===== src/rtl/ram_arbiter.sv =====
// Two-master arbiter in front of a single-port synchronous RAM, with a per-owner burst limit.
// Define ARB_RR_EN to break IDLE ties in favour of the master not served last (default: master 0 wins).
module ram_arbiter #(
    parameter int MAX_BURST = 4
) (
    input  logic        CLK,
    input  logic        RESET,
    input  logic        m0_rd,
    input  logic        m0_wr,
    input  logic [31:0] m0_addr,
    input  logic [31:0] m0_wdata,
    output logic        m0_gnt,
    output logic        m0_rvalid,
    output logic [31:0] m0_rdata,
    input  logic        m1_rd,
    input  logic        m1_wr,
    input  logic [31:0] m1_addr,
    input  logic [31:0] m1_wdata,
    output logic        m1_gnt,
    output logic        m1_rvalid,
    output logic [31:0] m1_rdata,
    output logic [9:0]  ram_address,
    output logic [31:0] ram_data,
    output logic        ram_wren,
    output logic        ram_wread,
    input  logic [31:0] ram_salida,
    output logic        err
);

    typedef enum logic [1:0] {IDLE, OWN0, OWN1} state_t;

    localparam logic [3:0] BURST_MAX = 4'(MAX_BURST);

    state_t      state_q, state_d;
    logic [3:0]  cnt_q, cnt_d;
    logic        rvalid0_q, rvalid0_d;
    logic        rvalid1_q, rvalid1_d;
    logic        err_q, err_d;
    logic        req0, req1;
    logic        gnt0, gnt1;
    logic        tie_to_m1;
    logic        unused_addr_bits;

    function automatic logic [3:0] sat_inc(input logic [3:0] c);
        return (c < BURST_MAX) ? c + 4'd1 : c;
    endfunction

    // rd and wr together is a protocol error, not a request
    assign req0 = m0_rd ^ m0_wr;
    assign req1 = m1_rd ^ m1_wr;

`ifdef ARB_RR_EN
    logic last_q, last_d;

    always_comb begin
        last_d = last_q;
        if (gnt0) begin
            last_d = 1'b0;
        end else if (gnt1) begin
            last_d = 1'b1;
        end
    end

    always_ff @(posedge CLK or posedge RESET) begin
        if (RESET) begin
            last_q <= 1'b1;
        end else begin
            last_q <= last_d;
        end
    end

    assign tie_to_m1 = ~last_q;
`else
    assign tie_to_m1 = 1'b0;
`endif

    always_ff @(posedge CLK or posedge RESET) begin
        if (RESET) begin
            state_q <= IDLE;
            cnt_q   <= 4'd0;
        end else begin
            state_q <= state_d;
            cnt_q   <= cnt_d;
        end
    end

    always_comb begin
        state_d = IDLE;
        cnt_d   = 4'd0;
        if (gnt0) begin
            state_d = OWN0;
            cnt_d   = (state_q == OWN0) ? sat_inc(cnt_q) : 4'd1;
        end else if (gnt1) begin
            state_d = OWN1;
            cnt_d   = (state_q == OWN1) ? sat_inc(cnt_q) : 4'd1;
        end
    end

    // Grants are forced low while RESET is held so the RAM sees no access
    always_comb begin
        gnt0 = 1'b0;
        gnt1 = 1'b0;
        if (!RESET) begin
            case (state_q)
                OWN0: begin
                    if (req0 && (cnt_q < BURST_MAX || !req1)) begin
                        gnt0 = 1'b1;
                    end else if (req1) begin
                        gnt1 = 1'b1;
                    end
                end
                OWN1: begin
                    if (req1 && (cnt_q < BURST_MAX || !req0)) begin
                        gnt1 = 1'b1;
                    end else if (req0) begin
                        gnt0 = 1'b1;
                    end
                end
                default: begin
                    if (req0 && req1) begin
                        gnt1 = tie_to_m1;
                        gnt0 = ~tie_to_m1;
                    end else begin
                        gnt0 = req0;
                        gnt1 = req1;
                    end
                end
            endcase
        end
    end

    always_comb begin
        ram_address = 10'd0;
        ram_data    = 32'd0;
        ram_wren    = 1'b0;
        ram_wread   = 1'b0;
        if (gnt0) begin
            ram_address = m0_addr[11:2];
            ram_data    = m0_wdata;
            ram_wren    = m0_wr;
            ram_wread   = m0_rd;
        end else if (gnt1) begin
            ram_address = m1_addr[11:2];
            ram_data    = m1_wdata;
            ram_wren    = m1_wr;
            ram_wread   = m1_rd;
        end
    end

    always_comb begin
        rvalid0_d = gnt0 & m0_rd;
        rvalid1_d = gnt1 & m1_rd;
        err_d     = err_q
                  | (m0_rd & m0_wr)
                  | (m1_rd & m1_wr)
                  | (gnt0 & (m0_addr[1:0] != 2'b00))
                  | (gnt1 & (m1_addr[1:0] != 2'b00));
    end

    always_ff @(posedge CLK or posedge RESET) begin
        if (RESET) begin
            rvalid0_q <= 1'b0;
            rvalid1_q <= 1'b0;
            err_q     <= 1'b0;
        end else begin
            rvalid0_q <= rvalid0_d;
            rvalid1_q <= rvalid1_d;
            err_q     <= err_d;
        end
    end

    // The RAM returns data one cycle after the granted read; route it only to the reader
    assign m0_gnt    = gnt0;
    assign m1_gnt    = gnt1;
    assign m0_rvalid = rvalid0_q;
    assign m1_rvalid = rvalid1_q;
    assign m0_rdata  = rvalid0_q ? ram_salida : 32'd0;
    assign m1_rdata  = rvalid1_q ? ram_salida : 32'd0;
    assign err       = err_q;

    assign unused_addr_bits = ^{m0_addr[31:12], m1_addr[31:12]};

endmodule

===== config.mk =====
export PLATFORM = sky130hd
export DESIGN_NAME = ram_arbiter
export DESIGN_NICKNAME = d
export VERILOG_FILES = /design/src/rtl/ram_arbiter.sv
export SDC_FILE = /design/constraint.sdc
export NUM_CORES = 1
export LEC_CHECK = 0
export ABC_CLOCK_PERIOD_IN_PS = 5800
export BUFFER_PORTS_ARGS = -buffer_cell sky130_fd_sc_hd__buf_4
export CAP_MARGIN = 20
export CELL_PAD_IN_SITES_DETAIL_PLACEMENT = 0
export CELL_PAD_IN_SITES_GLOBAL_PLACEMENT = 2
export CORE_MARGIN = 4
export CORE_UTILIZATION = 15
export CTS_CLUSTER_SIZE = 14
export DETAILED_ROUTE_END_ITERATION = 10
export GPL_TIMING_DRIVEN = 1
export PLACE_DENSITY_LB_ADDON = 0.1
export SYNTH_ARGS = -nofsm -noshare
export SYNTH_HDL_FRONTEND = slang
export SYNTH_SLANG_ARGS = --single-unit

===== constraint.sdc =====
create_clock -name CLK -period 5.8 [get_ports CLK]
set_input_delay 0.87 -clock CLK [delete_from_list [all_inputs] [get_ports CLK]]
set_output_delay 0.87 -clock CLK [all_outputs]
set_load 0.05 [all_outputs]

# Yosys cells after proc, flatten, opt, wreduce, memory -nomap -nowiden
# Index checks and enable logic that the tools add are counted.
[word_totals] ff_bits=9 in_bits=166 output_inout_bits=113 word_cells=59
[classes] n_addsub=1 n_lt_le_gt_ge=1 eq_ne=2 mux=29 bitwise_logic=12 n_reduce_logical=9
[op_table] op="2-to-1 mux 32 bit" count=4
[op_table] op="2-to-1 mux 10 bit" count=2
[op_table] op="2-to-1 mux 4 bit" count=5
[op_table] op="2-to-1 mux 1 bit" count=14
[op_table] op="bitwise AND 1 bit" count=6
[op_table] op="adder 4 x 1 -> 4 bit, second input constant" count=1
[op_table] op="< comparator 4 x 3 -> 1 bit, second input constant" count=1
[op_table] op="2-to-1 mux 2 bit" count=2
[op_table] op="bitwise OR 1 bit" count=4
[op_table] op="case mux 1 bit (2 select lines)" count=2
[op_table] op="nonzero test 2 bit" count=2
[op_table] op="logical AND 1 bit" count=3
[op_table] op="== test 2 x 1 -> 1 bit, second input constant" count=1
[op_table] op="== test 2 bit, second input constant" count=1
[op_table] op="logical NOT 1 bit" count=2
[op_table] op="logical OR 1 bit" count=2
[op_table] op="bitwise XOR 1 bit" count=2

# Depth between registers and ports, before layout
# Gate-level depths: netlist (run 1).
[depth] depth_word=10 mapped_depth=10 depth_no_buf=7

# Worst setup path after synthesis (run 1)
# Ideal clock, no wire load.
[synth_path] path_kind="input -> output" from="input port m1_rd" to="output port ram_address[2]" t_arrival_ns=3.618 required_ns=4.930 slack_ns=1.312 stages=8 cell_sequence="ha_1 > or4b_4 > o2111a_1 > buf_6 > o21ai_4 > inv_2 > buf_2 > o31ai_1"
[synth_rtl] element="start: declaration" line="15" text="input logic m1_rd,"
[synth_rtl] element="bitwise XOR 1 bit (*)" line="50" text="assign req1 = m1_rd ^ m1_wr;"
[synth_rtl] element="logical NOT 1 bit" line="106" text="if (req0 && (cnt_q < BURST_MAX || !req1)) begin"
[synth_rtl] element="logical OR 1 bit" line="106"
[synth_rtl] element="logical AND 1 bit" line="106"
[synth_rtl] element="2-to-1 mux 1 bit" line="106"
[synth_rtl] element="case mux 1 bit (2 select lines) (*)" line="104" text="case (state_q)"
[synth_rtl] element="2-to-1 mux 1 bit (*)" line="103" text="if (!RESET) begin"
[synth_rtl] element="named net m0_gnt" line="12" text="output logic m0_gnt,"
[synth_rtl] element="2-to-1 mux 10 bit (*)" line="137" text="if (gnt0) begin"
[synth_rtl] element="end: declaration" line="22" text="output logic [9:0] ram_address,"
# The timed path passes the listed nets; every way through them passes the cells marked *.

# Final worst setup path (run 1)
[layout_path] from="input port m1_wr" to="output port ram_wren"
[layout_between] elab_chain_cells=9
[layout_rtl] element="start: declaration" line="16" text="input logic m1_wr,"
[layout_rtl] element="bitwise XOR 1 bit" line="50"
[layout_rtl] element="logical NOT 1 bit" line="106"
[layout_rtl] element="logical OR 1 bit" line="106"
[layout_rtl] element="logical AND 1 bit" line="106"
[layout_rtl] element="2-to-1 mux 1 bit" line="106"
[layout_rtl] element="case mux 1 bit (2 select lines)" line="104"
[layout_rtl] element="2-to-1 mux 1 bit" line="103"
[layout_rtl] element="2-to-1 mux 1 bit" line="142" text="end else if (gnt1) begin"
[layout_rtl] element="2-to-1 mux 1 bit (*)" line="137"
[layout_rtl] element="end: declaration" line="24" text="output logic ram_wren,"
# Mark *: on every way between the ends. The rest lies on a longest branch, timed or not.

==> results of run 1 <==
-- cells by family (layout without fill, tap and decap cells) --
logic type	count (synthesis)	count (layout)	share of synthesized area, %
DFF	9	9	10.6
AOI/OAI and AO/OA	104	104	44.1
adders and majority gates	5	5	2.95
buffers and inverters	81	297	16.2
muxes	3	3	1.47
and+or+nand+nor	85	85	24.7
-- where the power goes --
part	internal [mW]	switching, mW	total, mW
clock network	0.0919	0.0300	0.122
logic	0.201	0.403	0.604
registers	0.0675	0.00954	0.0770
-- how the worst max path moves through the flow --
stage / startpoint / endpoint / slack (ns) / depth (start not counted)
after floorplan: m1_rd / ram_address[2] / 1.31 / 8
after global placement: m1_wr / ram_wren / 1.36 / 9
after detailed placement: m1_wr / ram_wren / 1.41 / 9
after CTS: m1_wr / ram_wren / 1.38 / 9
after global routing: m1_wr / ram_data[2] / 1.30 / 9
final: m1_wr / ram_wren / 1.45 / 9
-- sequential cells by signal (all words and copies together) (netlist names) --
register / count
m0_rvalid: 1
state_q: 2
err: 1
m1_rvalid: 1
cnt_q: 4
-- placed cells by master, fill, tap and decap left out, types with 2 or more instances in the layout --
| cell | n |
|---|---|
| nor3_1 | 3 |
| inv_1 | 49 |
| buf_4 | 243 |
| or2_2 | 2 |
| nand2b_1 | 2 |
| o31ai_2 | 30 |
| clkbuf_16 | 3 |
| a21oi_1 | 5 |
| dfrtp_1 | 9 |
| o211ai_1 | 47 |
| nor2_1 | 4 |
| mux2i_1 | 2 |
| ha_1 | 4 |
| nand3_1 | 2 |
| and2_1 | 65 |
| o31ai_1 | 13 |
-- worst max-delay path, delay by kind of cell --
kind            cells  cell delay (ns)
simple gates        1             0.49
compound gates      3             1.10
buf+inv             4             0.69
fa+ha+maj           1             0.31
-- area by class of cell --
class	instances	area, sq um
Clock buffer	4	78.8
Fill cell	1531	9760
Inverter	50	188
Multi-Input combinational cell	197	1580
Sequential cell	9	225
Tap cell	180	225
Timing Repair Buffer	243	1820
-- per-layer routing --
metal | global-route usage [%] | vias up
li1 | - | 1438
met1 | 14.2 | 1353
met2 | 23.4 | 139
met3 | 3.24 | 10
met4 | 1.51 | 0
met5 | 0 | -
-- metrics by stage --
| stage | std cells | instance area (sq um) | worst slack (ns) | util (%) | power (mW) |
|---|---|---|---|---|---|
| finish | 683 | 4120 | 1.45 | 29.7 | 0.803 |
| global route | 683 | 4120 | 1.30 | 29.7 | 0.847 |
| floorplan | 287 | 2120 | 1.31 | - | 0.477 |
| CTS | 683 | 4120 | 1.38 | 29.7 | 0.816 |
| detailed placement | 679 | 4040 | 1.41 | 29.1 | 0.690 |
| global placement | 679 | 4040 | 1.36 | 29.1 | 0.692 |
==> key figures, run 1 <==
Run status
  • Status: finished, final reports clean

Critical path
  • Worst-path cell chain: buf_4 > ha_1 > or4b_4 > o2111a_2 > o21ai_4 > inv_2 > buf_4 > o31ai_1 > buf_4
  • Slowest stage delay, CP: 0.49 ns
  • Cell mode on critical path: buf_4
  • Slowest-stage cell, CP: or4b_4
  • Reg2reg path depth: 8
  • WP data required: 4.93 ns
  • Data arrival, critical path: 3.48 ns
  • Crit path launch type: input port
  • Crit Path Class: input port to output pin
  • RR Startpoint: state_q[1]
  • RR Endpoint: state_q[1]
  • Crit path max fanout: 46
  • R2r setup slk: 3.14 ns
  • Crit end category: output pin

Detailed routing
  • DR top layer: met4
  • Final wirelength: 10.9 mm
  • Vias/cell: 4.30
  • Via count: 2940
  • Initial drt markers: 81
  • Wirelength per Cell: 16.0 um
  • Met2 Wirelength: 5.66 mm
  • Remaining DRCs: 0
  • Met3 WL: 984 um
  • Met1 wire length: 4.17 mm
  • Drt pass-1 iters: 4
  • Number of routed nets with antenna violations: 0

Logic synthesis
  • Seq cells post-synth: 9
  • Post-Syn Area per Cell: 7.39 sq um
  • Synthesized instance count: 287
  • Warnings, synthesis: 0
  • Synth cell count leaders: and2_1 (65), inv_1 (49), o211ai_1 (47)
  • Synth top area share: 19.2%
  • Number of synthesized flops with an enable pin: 0
  • Most common cell in the netlist: and2_1
  • Syn_nets: 458
  • Largest cells by area after synthesis: and2_1 (19%), o31ai_2 (18%), o211ai_1 (17%), dfrtp_1 (11%), inv_1 (8.7%)
  • Yosys cell types: 34
  • Cell Area, Synth: 2120 sq um
  • Main synth FF type: dfrtp_1
  • Sequential area share after synthesis: 10.6%
  • Ys async rst share: 100%
  • Post-synth top area cell: and2_1

Timing
  • Fmax achieved: 230 MHz
  • Final hold vios: 0
  • Worst clock skew: 0.00358 ns
  • Worst-margin pin slew: 1.04 ns
  • Fin. max-slew vios: 0
  • Final setup fails: 0
  • Hold WS: 0.535 ns
  • Fin crit share: 75.0%
  • Slew headroom: 30.9%
  • Setup TNS: 0 ns
  • Unrepaired setup endpoints after global routing: no
  • Min cycle time layout: 4.35 ns

Placed design
  • Post-DP HPWL: 8.50 mm
  • GP Congestion: 0.796
  • Port Buf Inserts: 238

Worst hold path
  • Hold Crit Start: err
  • Hold Path Cell Cnt: 2
  • Hold Path Sink: err
  • Hold Path Class: flip-flop to flip-flop

Power
  • Cell Pwr Density: 195 nW/um^2
  • Static Leak: 2.14 nW
  • VDD IR max: 0.115 mV

Clock network
  • CTS tree: built
  • Clock Latency Late Sink: 0.23 ns
  • H-tree depth: 1
  • Clk sinks: 9
  • Post-CTS setup buffer count: 0
  • Post-CTS Hold Buffers: 0
  • Clk pin slew, worst setup/hold paths: 0.04 ns
  • Clk buf depth: 2
  • PostCTS Resize Cnt: 0
  • Cts bufs inserted: 3
  • Root Driver: clkbuf_16

Floorplan
  • Placeable Area: 13900 sq um
  • I/O pins: 279
  • Die Wd: 127 um
  • FP Rows: 43
  • Total die area: 16100 sq um
  • Starting Density: 15.3%
  • Chip height: 127 um

Global route
  • Largest net degree at the start of global routing: 47
  • Antenna violations before repair: 0
  • First-pass GRT wire length: 16.4 mm
  • GRT overflow: 0
  • Vias in the first global route: 2913
  • Total GRT Usage: 12.3%

Flow run
  • Max-cap violation count: 0

Final layout
  • P&R area growth vs syn: 94.4%
  • Share of cells above drive strength 1: 57.1%
  • Diode count: 0
  • Nets: 675
(Power assumes the default switching activity.)
==> inputs of run 2 (changes only) <==
- ABC_AREA: default -> 1
- ABC_CLOCK_PERIOD_IN_PS: 5800 -> 4600
- CORE_UTILIZATION: 15 -> 11
- clock period: 5.8 -> 4.6 ns (I/O delays scaled with it)
==> run 2 against run 1 <==
Sequential power is 65% higher. Largest cell class unchanged. Worst setup slack worse by 0.39 ns. Wire length is 1.9% lower. Design area is 3.2% lower. Global-route usage is 2.4 points lower. Clock skew is 0.0023 ns higher. Synthesized cell count is 28% higher. Clock power is 29% higher. Register-to-register slack worse by 0.74 ns.
==> key figures, run 2 <==
Logic synthesis
  • Cell Area, Synth: 1860 sq um (was 2120 sq um)
  • Warnings, synthesis: 0 (unchanged)
  • Seq cells post-synth: 9 (unchanged)
  • Synth cell count leaders: nand2_1 (122), inv_1 (77), nand4_1 (49) (was and2_1 (65), inv_1 (49), o211ai_1 (47))
  • Ys async rst share: 100% (unchanged)
  • Main synth FF type: dfrtp_1 (unchanged)
  • Synthesized instance count: 367 (was 287)
  • Largest cells by area after synthesis: nand2_1 (25%), nand4_1 (17%), inv_1 (16%), dfrtp_1 (12%), o21ai_0 (11%) (was and2_1 (19%), o31ai_2 (18%), o211ai_1 (17%), dfrtp_1 (11%), inv_1 (8.7%))
  • Synth top area share: 24.7% (was 19.2%)
  • Sequential area share after synthesis: 12.1% (was 10.6%)
  • Post-Syn Area per Cell: 5.06 sq um (was 7.39 sq um)
  • Post-synth top area cell: nand2_1 (was and2_1)
  • Most common cell in the netlist: nand2_1 (was and2_1)
  • Number of synthesized flops with an enable pin: 0 (unchanged)
  • Yosys cell types: 21 (was 34)
  • Syn_nets: 538 (was 458)

Floorplan
  • Total die area: 19000 sq um (was 16100 sq um)
  • FP Rows: 47 (was 43)
  • Starting Density: 11.2% (was 15.3%)
  • Placeable Area: 16600 sq um (was 13900 sq um)
  • I/O pins: 279 (unchanged)
  • Chip height: 138 um (was 127 um)
  • Die Wd: 138 um (was 127 um)

Clock network
  • Clk pin slew, worst setup/hold paths: 0.04 ns (about the same)
  • PostCTS Resize Cnt: 0 (unchanged)
  • Clk sinks: 9 (unchanged)
  • CTS tree: built (unchanged)
  • Post-CTS setup buffer count: 0 (unchanged)
  • Cts bufs inserted: 3 (unchanged)
  • Clock Latency Late Sink: 0.24 ns (was 0.23 ns)
  • Post-CTS Hold Buffers: 0 (unchanged)
  • Root Driver: clkbuf_16 (unchanged)
  • Clk buf depth: 2 (unchanged)
  • H-tree depth: 1 (unchanged)

Critical path
  • Data arrival, critical path: 2.85 ns (was 3.48 ns)
  • Crit path launch type: input port (unchanged)
  • Crit end category: output pin (unchanged)
  • Crit path max fanout: 71 (was 46)
  • Reg2reg path depth: 7 (was 8)
  • WP data required: 3.91 ns (was 4.93 ns)
  • Crit Path Class: input port to output pin (unchanged)

Detailed routing
  • Number of routed nets with antenna violations: 0 (unchanged)
  • Remaining DRCs: 0 (unchanged)
  • Vias/cell: 3.84 (was 4.30)
  • Wirelength per Cell: 13.3 um (was 16.0 um)
  • Via count: 3089 (was 2940)
  • Final wirelength: 10.7 mm (was 10.9 mm)
  • Drt pass-1 iters: 4 (unchanged)
  • Initial drt markers: 58 (was 81)

Worst hold path
  • Hold Path Cell Cnt: 2 (unchanged)
  • Hold Path Class: flip-flop to flip-flop (unchanged)

Timing
  • Final hold vios: 0 (unchanged)
  • Worst clock skew: 0.00589 ns (was 0.00358 ns)
  • Fmax achieved: 283 MHz
  • Slew headroom: 54.3% (was 30.9%)
  • Setup TNS: 0 ns (unchanged)
  • Worst-margin pin slew: 0.686 ns (was 1.04 ns)
  • Unrepaired setup endpoints after global routing: no (unchanged)
  • Fin crit share: 76.9%
  • Min cycle time layout: 3.54 ns
  • Hold WS: 0.502 ns (was 0.535 ns)
  • Final setup fails: 0 (unchanged)
  • Setup ws final: 1.06 ns (was 1.45 ns)
  • Fin. max-slew vios: 0 (unchanged)

Power
  • Comb pwr share: 89.8% (was 75.2%)
  • Sw Share: 67.1% (was 55.1%)
  • VDD IR max: 0.249 mV (was 0.115 mV)
  • Tot Pwr: 2.79 mW (was 0.803 mW)
  • Sequential power share: 4.5% (was 9.6%)
  • Cell Pwr Density: 700 nW/um^2 (was 195 nW/um^2)
  • Cell internal pwr: 0.918 mW (was 0.360 mW)
  • Clock power frac: 5.6% (was 15.2%)
  • Static Leak: 2.44 nW (was 2.14 nW)
  • Sw power: 1.88 mW (was 0.443 mW)

Flow run
  • Max-cap violation count: 0 (unchanged)

Placed design
  • Pre-CTS setup slack: 1.05 ns (was 1.41 ns)
  • Post-DP HPWL: 8.50 mm (about the same)
  • GP Congestion: 0.716 (was 0.796)
  • Port Buf Inserts: 238 (unchanged)

Global route
  • Largest net degree at the start of global routing: 72 (was 47)
  • Vias in the first global route: 2874 (was 2913)
  • First-pass GRT wire length: 15.2 mm (was 16.4 mm)
  • Met3 Use GR: 3.66% (was 3.24%)
  • Total GRT Usage: 9.94% (was 12.3%)
  • Grt met2 use: 17.6% (was 23.4%)
  • GR met1 Demand/Resource: 11.7% (was 14.2%)
  • GRT overflow: 0 (unchanged)
  • Busiest grt layer: met2 (unchanged)
  • Antenna violations before repair: 0 (unchanged)

Final layout
  • Commonest non-fill, non-tap cell in the layout: buf_4 (unchanged)
  • Share of cells above drive strength 1: 43.5% (was 57.1%)
  • Max FFs per register: 4 (unchanged)
  • Top flop regs: cnt_q: 4 flops, state_q: 2 flops (unchanged)
  • Top reg by flops: cnt_q (unchanged)
  • Nets: 756 (was 675)
  • Most frequent cells in the layout: buf_4 (239), nand2_1 (122), inv_1 (77), nand4_1 (49), o21ai_0 (41) (was buf_4 (243), and2_1 (65), inv_1 (49), o211ai_1 (47), o31ai_2 (30))
  • P&R area growth vs syn: 115% (was 94.4%)
  • Diode count: 0 (unchanged)

Run status
  • Status: finished, final reports clean (unchanged)
## run 2: changes by cell type after synthesis, sizes merged, moves of 3 or more
cell / previous run / this run
nand2: 1 / 122
and2: 65 / 0
o21ai: 2 / 53
nand4: 0 / 49
o211ai: 47 / 0
o31ai: 43 / 0
inv: 50 / 78
buf: 6 / 12
clkbuf: 25 / 19
nand3: 2 / 6
nor2: 4 / 8
a21oi: 5 / 2
## run 2: power by group through the flow
stage / Combinational [mW] / Clock, mW / Sequential, mW
2_1_floorplan: 1.70 / 0 / 0.127
3_3_place_gp: 2.52 / 0 / 0.158
3_5_place_dp: 2.55 / 0 / 0.130
4_1_cts: 2.55 / 0.160 / 0.129
5_1_grt: 2.69 / 0.165 / 0.131
6_report: 2.51 / 0.157 / 0.127
## run 2: logic make-up after synthesis
group / share of synthesized area (%)
buf+inv: 23.7
flops: 12.1
compound gates: 14.8
xor+xnor: 0.472
simple gates: 45.4
fa+ha+maj: 3.37
## run 2: cell type report
| class | instances | area (sq um) |
|---|---|---|
| Sequential cell | 9 | 225 |
| Clock inverter | 1 | 5.00 |
| Fill cell | 1926 | 12600 |
| Timing Repair Buffer | 244 | 1910 |
| Inverter | 79 | 297 |
| Multi-Input combinational cell | 248 | 1210 |
| Clock buffer | 3 | 75.1 |
| Tap cell | 220 | 275 |
## run 2: worst max-delay path, cell delays in order
cell and delay, ns:
buf_4 0.12, ha_1 0.41, nand2_1 0.11, a21oi_1 0.13, nor2_1 0.08, nor2_4 0.52, buf_12 0.34, nand2_1 0.07
o21ai_0 0.09, buf_4 0.23
## run 2: stage by stage
stage               instance area [sq um]  util [%]  cells
floorplan                            1860         -    367
global placement                     3860      23.3    798
detailed placement                   3910      23.6    800
CTS                                  3990      24.1    804
global route                         3990      24.1    804
finish                               3990      24.1    804
## run 2: worst paths after layout
path                       startpoint            to  slack, ns
max                             m0_rd  ram_data[13]       1.06
min                               err           err       0.50
max reg2reg                state_q[0]      cnt_q[1]       2.40
min reg2reg                       err           err       0.50
max in group asynchronous       RESET           err       3.47
min in group asynchronous       RESET      cnt_q[1]       0.69
## run 2: metal layers
metal	vias up	share of wire, %
met2	165	48
met1	1323	38
met4	0	0.94
met5	-	0
met3	6	13
li1	1595	-
